## src/rtl/signed_minmax_tracker.sv

```systemverilog
// Streaming signed min/max/count tracker over framed valid/ready beats.
// Result is held in HOLD until the consumer takes it; no bypass.

module signed_minmax_slt #(
    parameter int N = 32
) (
    input  logic [N-1:0] a,
    input  logic [N-1:0] b,
    output logic         lt
);
    logic [N-1:0] diff;

    // Differing signs: the negative operand is smaller. Same sign: a-b cannot overflow.
    always_comb begin
        diff = a - b;
        if (a[N-1] != b[N-1]) lt = a[N-1];
        else                  lt = diff[N-1];
    end
endmodule

module signed_minmax_tracker #(
    parameter int N = 32,
    parameter int C = 16
) (
    input  logic         clk,
    input  logic         rst,
    input  logic         in_valid,
    output logic         in_ready,
    input  logic [N-1:0] in_data,
    input  logic         in_last,
    output logic         out_valid,
    input  logic         out_ready,
    output logic [N-1:0] out_min,
    output logic [N-1:0] out_max,
    output logic [C-1:0] out_count
);
    typedef enum logic [1:0] {IDLE, ACCUM, HOLD} state_t;

    state_t       state;
    logic [N-1:0] min_q, max_q;
    logic [C-1:0] count_q;
    logic         ready_q, valid_q;
    logic         data_lt_min, max_lt_data;
    logic [C-1:0] count_inc;

    signed_minmax_slt #(.N(N)) u_slt_min (.a(in_data), .b(min_q), .lt(data_lt_min));
    signed_minmax_slt #(.N(N)) u_slt_max (.a(max_q), .b(in_data), .lt(max_lt_data));

    assign count_inc = (count_q == {C{1'b1}}) ? count_q : count_q + 1'b1;

    always_ff @(posedge clk or negedge rst) begin
        if (!rst) begin
            state   <= IDLE;
            min_q   <= '0;
            max_q   <= '0;
            count_q <= '0;
            ready_q <= 1'b1;
            valid_q <= 1'b0;
        end else begin
            case (state)
                IDLE: if (in_valid) begin
                    min_q   <= in_data;
                    max_q   <= in_data;
                    count_q <= {{(C-1){1'b0}}, 1'b1};
                    state   <= in_last ? HOLD : ACCUM;
                    ready_q <= ~in_last;
                    valid_q <= in_last;
                end
                ACCUM: if (in_valid) begin
                    if (data_lt_min) min_q <= in_data;
                    if (max_lt_data) max_q <= in_data;
                    count_q <= count_inc;
                    state   <= in_last ? HOLD : ACCUM;
                    ready_q <= ~in_last;
                    valid_q <= in_last;
                end
                HOLD: if (out_ready) begin
                    state   <= IDLE;
                    ready_q <= 1'b1;
                    valid_q <= 1'b0;
                end
                default: begin
                    state   <= IDLE;
                    ready_q <= 1'b1;
                    valid_q <= 1'b0;
                end
            endcase
        end
    end

    assign in_ready  = ready_q;
    assign out_valid = valid_q;
    assign out_min   = min_q;
    assign out_max   = max_q;
    assign out_count = count_q;
endmodule

```

## config.mk

```make
export PLATFORM = sky130hd
export DESIGN_NAME = signed_minmax_tracker
export DESIGN_NICKNAME = d
export VERILOG_FILES = /design/src/rtl/signed_minmax_tracker.sv
export SDC_FILE = /design/constraint.sdc
export NUM_CORES = 1
export LEC_CHECK = 0
export CAP_MARGIN = 40
export CORE_ASPECT_RATIO = 0.6
export CORE_MARGIN = 8
export CORE_UTILIZATION = 29
export CTS_CLUSTER_SIZE = 25
export DETAILED_ROUTE_END_ITERATION = 12
export GPL_TIMING_DRIVEN = 0
export PLACE_DENSITY = 0.58
export SLEW_MARGIN = 40
export SYNTH_ARGS = -nofsm -noshare
export SYNTH_HDL_FRONTEND = slang
export SYNTH_SLANG_ARGS = --single-unit
```

## constraint.sdc

```tcl
create_clock -name clk -period 6.6 [get_ports clk]
set_input_delay 0.66 -clock clk [delete_from_list [all_inputs] [get_ports clk]]
set_output_delay 0.66 -clock clk [all_outputs]
set_load 0.05 [all_outputs]
```

==> results of run 1 <==
final cells by class:
cell class	instances	area, sq um	share of cell area
flip-flops and latches	83	2080	0.312
plain buffers	17	73.8	0.0111
well taps	228	285	0.0428
multi-input cells	382	2450	0.368
inverters	65	244	0.0366
clock inverters	6	90.1	0.0135
clock buffers	10	229	0.0344
repair buffers	119	1210	0.182
sequential cells by signal, indices dropped and copies added, names as in the netlist:
signal     count
out_max       32
out_min       32
out_count     16
state          2
in_ready       1
how the worst max path moves through the flow:
stage,startpoint,end,slack [ps],cells after the start
3_5_place_dp,in_data[2],out_max[4]$_DFFE_PN0P_,2040,13
4_1_cts,in_data[2],out_max[7]$_DFFE_PN0P_,2350,13
5_1_grt,in_data[2],out_max[12]$_DFFE_PN0P_,2050,13
6_report,in_data[2],out_max[12]$_DFFE_PN0P_,2390,13
3_3_place_gp,rst,out_count[0]$_DFFE_PN0P_,1630,1
2_1_floorplan,in_data[6],out_max[31]$_DFFE_PN0P_,3660,12
layout by cell type (no fill, tap or decap), types with 3 or more instances in the layout:
cell / netlist / final
clkdlybuf4s50_1: 0 / 117
nand2_1: 100 / 100
o21ai_0: 94 / 94
dfrtp_1: 82 / 82
inv_1: 65 / 65
ha_1: 61 / 61
a21oi_1: 38 / 38
nor2_1: 16 / 16
clkbuf_1: 13 / 14
clkbuf_16: 0 / 9
nor2b_1: 6 / 6
a31oi_1: 6 / 6
o31ai_1: 6 / 6
nand4_1: 5 / 5
nand3_1: 5 / 5
and4_1: 4 / 4
and3_1: 4 / 4
o211ai_1: 3 / 3
nor3_1: 3 / 3
nand2b_1: 3 / 3
kinds of logic after synthesis:
kind of cell,Yosys count
DFF,83
and+or+nand+nor,156
muxes,2
adders and majority gates,63
AOI/OAI and AO/OA,161
buffers and inverters,82
power by group through the flow:
stage	sequential (mW)	combinational, mW	clock [mW]
floorplan	1.11	0.320	0
global placement	0.724	1.10	0
detailed placement	0.730	1.13	0
CTS	0.722	1.13	0.567
global route	0.739	1.21	0.588
finish	0.723	1.12	0.549
per-layer routing:
metal	vias to the layer above	share of wire
met5	-	0
met4	0	0.0037
met3	2	0.073
met2	118	0.42
met1	2073	0.50
li1	2143	-
metrics by stage:
step / hold WS [ps] / util / power, mW
floorplan: 364 / - / 1.43
global placement: 455 / 0.387 / 1.83
detailed placement: 472 / 0.389 / 1.86
CTS: 230 / 0.409 / 2.42
global route: 243 / 0.409 / 2.54
finish: 225 / 0.409 / 2.39
critical path: cells and delay by family:
family / cells / cell delay [ps]
compound gates: 6 / 1790
buf+inv: 3 / 1120
fa+ha+maj: 2 / 720
simple gates: 2 / 140
==> flow_summary.ini, run 1 <==
[critical_path]
cp.required_ps = 6840
end_kind = flop
cp-start-kind = input port
max_stage_delay_ps = 600
r2r_start = out_max[2]$_DFFE_PN0P_
path_class = input port to flop
rr_worst_depth = 11
cp_slowest_cell = o21ai_1
r2r-end = out_max[12]$_DFFE_PN0P_
cp_max_fo = 10
crit_chain = clkdlybuf4s50_1, inv_1, ha_1, nand2_1, o21ai_0, a21oi_1, o41ai_1, a21oi_1, fa_1, o21ai_1, clkbuf_1, nand2_1, o21ai_0
crit_arrival_ps = 4440
regToRegSetupSlack_ps = 2910

[power_and_ir_drop]
p_per_area_nw_per_um2 = 359
p_leak_nw = 3.04
ir_worst_vdd_mv = 0.192
comb_power_share = 0.467
pwr-share-seq = 0.303
clkPwrFrac = 0.230
power.switching_fraction = 0.444
power.internal_mw = 1.33
switchingPower_mw = 1.06

[synth]
synth_top_area_frac = 0.423
synth_area_per_cell_sq_um = 8.86
syn-cell-area_sq_um = 4850
synth_area_leaders = dfrtp_1 42%, ha_1 16%, o21ai_0 9.7%
muxShareOfSynthArea = 0.00465
synthTopCellsByCount = 100 x nand2_1, 94 x o21ai_0, 82 x dfrtp_1, 65 x inv_1, 61 x ha_1
synth_edf_count = 0
ys_async_sr_fraction = 1.00
synth.ff_latch_count = 83
ys_warn_count = 0
yosysSeqAreaShare = 0.429
yosysMostFrequentCell = nand2_1
yosysUniqueCellTypes = 44
synth-simple-area-share = 0.148
syn_nets = 647
synth_compound_area_frac = 0.187
synth_top_family_by_area = compound AO/OA/AOI/OAI gates
synth-xor-area-share = 0
synth_flop_cell = dfrtp_1
syn_inst = 547
synthAdderAreaFrac = 0.166
yosys.area.top_type = dfrtp_1

[final_layout]
finish.instance_area_sq_um = 6660
nFillCells = 1599
n_antenna_cell = 0
area_delta_synth_final_pct = 37.4
drive_gt1_frac = 0.0469
fin_nets = 777
instances_no_fill = 910

[timing]
relSlewSlack = 0.519
max_freq_mhz = 238
tightest_slew_ps = 716
fin_skew_ps = 12.0
drv_slew = 0
finalHoldViolCount = 0
min_period_ps = 4210
layout_setup_ws_ps = 2390
timing.final.crit_share = 0.637
setup_viol = 0
tns_ps = 0
rsz0062_at_grt = false

[floorplan]
core_sq_um = 16300
row_count = 36
die_area_sq_um = 21200
die_w_um = 183
start_util = 0.297
boundaryPins = 119
die_y_um = 116

[clock_network]
root_buffer = clkbuf_16
clk_path_buf_depth = 2
cts_sinks = 83
clock_tree.htree_level_count = 3
cts_resized = 0
tritoncts = built
hold_buffers = 0
clk_pin_slew_ps = 70
post_cts_buffers = 0
cts_buffers = 9
clkLatencyLatePin_ps = 340

[placement]
pre_cts_ws_ps = 2040
place_congestion = 0.829
io_buffers = 118
post-dp-hpwl_mm = 12.0
placed_cells = 894
place_area_sq_um = 6340

[detailed_routing]
viasPerCell = 4.76
vias = 4336
drc = 0
drt_first_iter_violations = 217
ant_nets = 0
drt-wirelength-per-cell_um = 16.5
detail_route.first_pass.iterations = 4
detail_route.wirelength_mm = 15.0

[global_route]
grt_busiest_layer = met2
grt_usage = 0.141
grt_pass1_vias = 4396
met2_usage = 0.212
met1_usage = 0.196
grt_max_degree = 48
grt_overflow_total = 0
grtUsageMet3 = 0.0438
antenna_found_initial = 0
grt_pass1_wl_mm = 23.6

[job]
drv_cap = 0

[worst_hold_path]
hold_path.class = input port to asynchronous set/reset pin

[run_status]
status = completed
Note: power is estimated with default switching activity, not from simulation.
==> inputs of run 2 (changes only) <==
==> constraint.sdc (replaced) <==
create_clock -name clk -period 4.19 [get_ports clk]
set_input_delay 0.419 -clock clk [delete_from_list [all_inputs] [get_ports clk]]
set_output_delay 0.419 -clock clk [all_outputs]
set_load 0.05 [all_outputs]
==> flow_summary.ini, run 2 (same netlist as run 1, synthesis figures left out) <==
[detailed_routing]
vias = 4324
detail_route.wirelength_mm = 15.0
drc = 0
detail_route.first_pass.iterations = 5
viasPerCell = 4.75
ant_nets = 0
drt_first_iter_violations = 267
drt-wirelength-per-cell_um = 16.5

[critical_path]
regToRegSetupSlack_ps = 720
path_class = input port to flop
crit_chain = clkdlybuf4s50_1, inv_1, ha_1, nand2_1, o21ai_0, a21oi_1, o41ai_1, a21oi_1, fa_1, o21ai_2, clkbuf_1, nand2_1, o21ai_0
crit_arrival_ps = 3980
r2r_start = out_max[2]$_DFFE_PN0P_
max_stage_delay_ps = 580
cp-start-kind = input port
r2r-end = out_max[12]$_DFFE_PN0P_
cp_max_fo = 10
rr_worst_depth = 11
cp_slowest_cell = o41ai_1
cp.required_ps = 4430
end_kind = flop

[floorplan]
row_count = 36
die_y_um = 116
die_area_sq_um = 21200
core_sq_um = 16300
boundaryPins = 119
start_util = 0.297
die_w_um = 183

[power_and_ir_drop]
total_power_mw = 3.76
p_leak_nw = 3.04
ir_worst_vdd_mv = 0.302
p_per_area_nw_per_um2 = 564

[worst_hold_path]
worstHoldStart = in_ready$_DFFE_PN1P_
hold_path_end = in_ready$_DFFE_PN1P_
hold_path.class = flop to flop
hold_depth = 2

[clock_network]
clkLatencyLatePin_ps = 340
post_cts_buffers = 0
clk_path_buf_depth = 2
tritoncts = built
cts_buffers = 9
root_buffer = clkbuf_16
cts_sinks = 83
clk_pin_slew_ps = 70
clock_tree.htree_level_count = 3

[timing]
relSlewSlack = 0.553
min_period_ps = 3740
drv_slew = 0
setup_viol = 0
fin_skew_ps = 12.0
finalHoldViolCount = 0
rsz0062_at_grt = false
tns_ps = 0
tightest_slew_ps = 665
timing.final.crit_share = 0.894
max_freq_mhz = 267

[global_route]
grt_max_degree = 48
grt_overflow_total = 0
grt_pass1_wl_mm = 23.7
grt_usage = 0.141
grt_pass1_vias = 4401
antenna_found_initial = 0

[job]
drv_cap = 0

[final_layout]
area_delta_synth_final_pct = 37.7
final_common_cell = clkdlybuf4s50_1
finish.instance_area_sq_um = 6680
drive_gt1_frac = 0.0483
instances_no_fill = 911
post-route-util = 0.409
fin_nets = 778
n_antenna_cell = 0
layout_common_cells = 117 x clkdlybuf4s50_1, 100 x nand2_1, 94 x o21ai_0, 82 x dfrtp_1, 65 x inv_1

[placement]
placed_cells = 894
place_congestion = 0.829
place_area_sq_um = 6340
io_buffers = 118
post-dp-hpwl_mm = 12.0

[run_status]
status = completed
-- run 2: worst max-delay path, delay by kind of cell --
family,cells,cell delay (ps)
compound gates,6,1570
simple gates,2,140
fa+ha+maj,2,730
buf+inv,3,1110
-- run 2: worst max-delay path by stage --
stage,from,end,slack (ps),depth (start not counted)
2_1_floorplan,out_max[6]$_DFFE_PN0P_,out_max[31]$_DFFE_PN0P_,1290,11
3_3_place_gp,rst,out_count[0]$_DFFE_PN0P_,-540,1
3_5_place_dp,in_data[2],out_max[4]$_DFFE_PN0P_,-130,13
4_1_cts,in_data[2],out_max[7]$_DFFE_PN0P_,190,13
5_1_grt,in_data[2],out_max[12]$_DFFE_PN0P_,100,13
6_report,in_data[2],out_max[12]$_DFFE_PN0P_,450,13
-- run 2: per-stage QoR --
| step | worst slack [ps] | hold WS (ps) |
|---|---|---|
| 2_1_floorplan | 1290 | 123 |
| 3_3_place_gp | -536 | 455 |
| 3_5_place_dp | -131 | 357 |
| 4_1_cts | 186 | 483 |
| 5_1_grt | 102 | 500 |
| 6_report | 446 | 487 |
-- run 2: final cells by class --
| cell class | count | area [sq um] |
|---|---|---|
| buffer | 17 | 73.8 |
| clock buffer | 10 | 229 |
| clock inverter | 6 | 90.1 |
| fill | 1599 | 9630 |
| inverter | 65 | 244 |
| multi-input combinational | 382 | 2450 |
| sequential | 83 | 2080 |
| tap | 228 | 285 |
| timing repair buffer | 120 | 1220 |
-- run 2: power by group --
group | switching (mW) | leakage, nW | internal, mW
Sequential | 0.157 | 1.04 | 0.982
Combinational | 1.17 | 1.85 | 0.586
Clock | 0.340 | 0.153 | 0.525
Total | 1.67 | 3.04 | 2.09
-- run 2: metal layers --
metal | routed length (um) | up-vias | global-route usage
met5 | 0 | - | 0
li1 | - | 2144 | -
met3 | 1030 | 2 | 0.0435
met4 | 56 | 0 | 0.0318
met1 | 7580 | 2066 | 0.196
met2 | 6340 | 112 | 0.212
-- run 2: repair_timing --
item / 4_1_cts / 5_1_grt
hold buffers: 1 / 0
gates resized for setup: 0 / 1
hold endpoints to repair: 18 / 0
endpoints found under the setup margin: 0 / 30
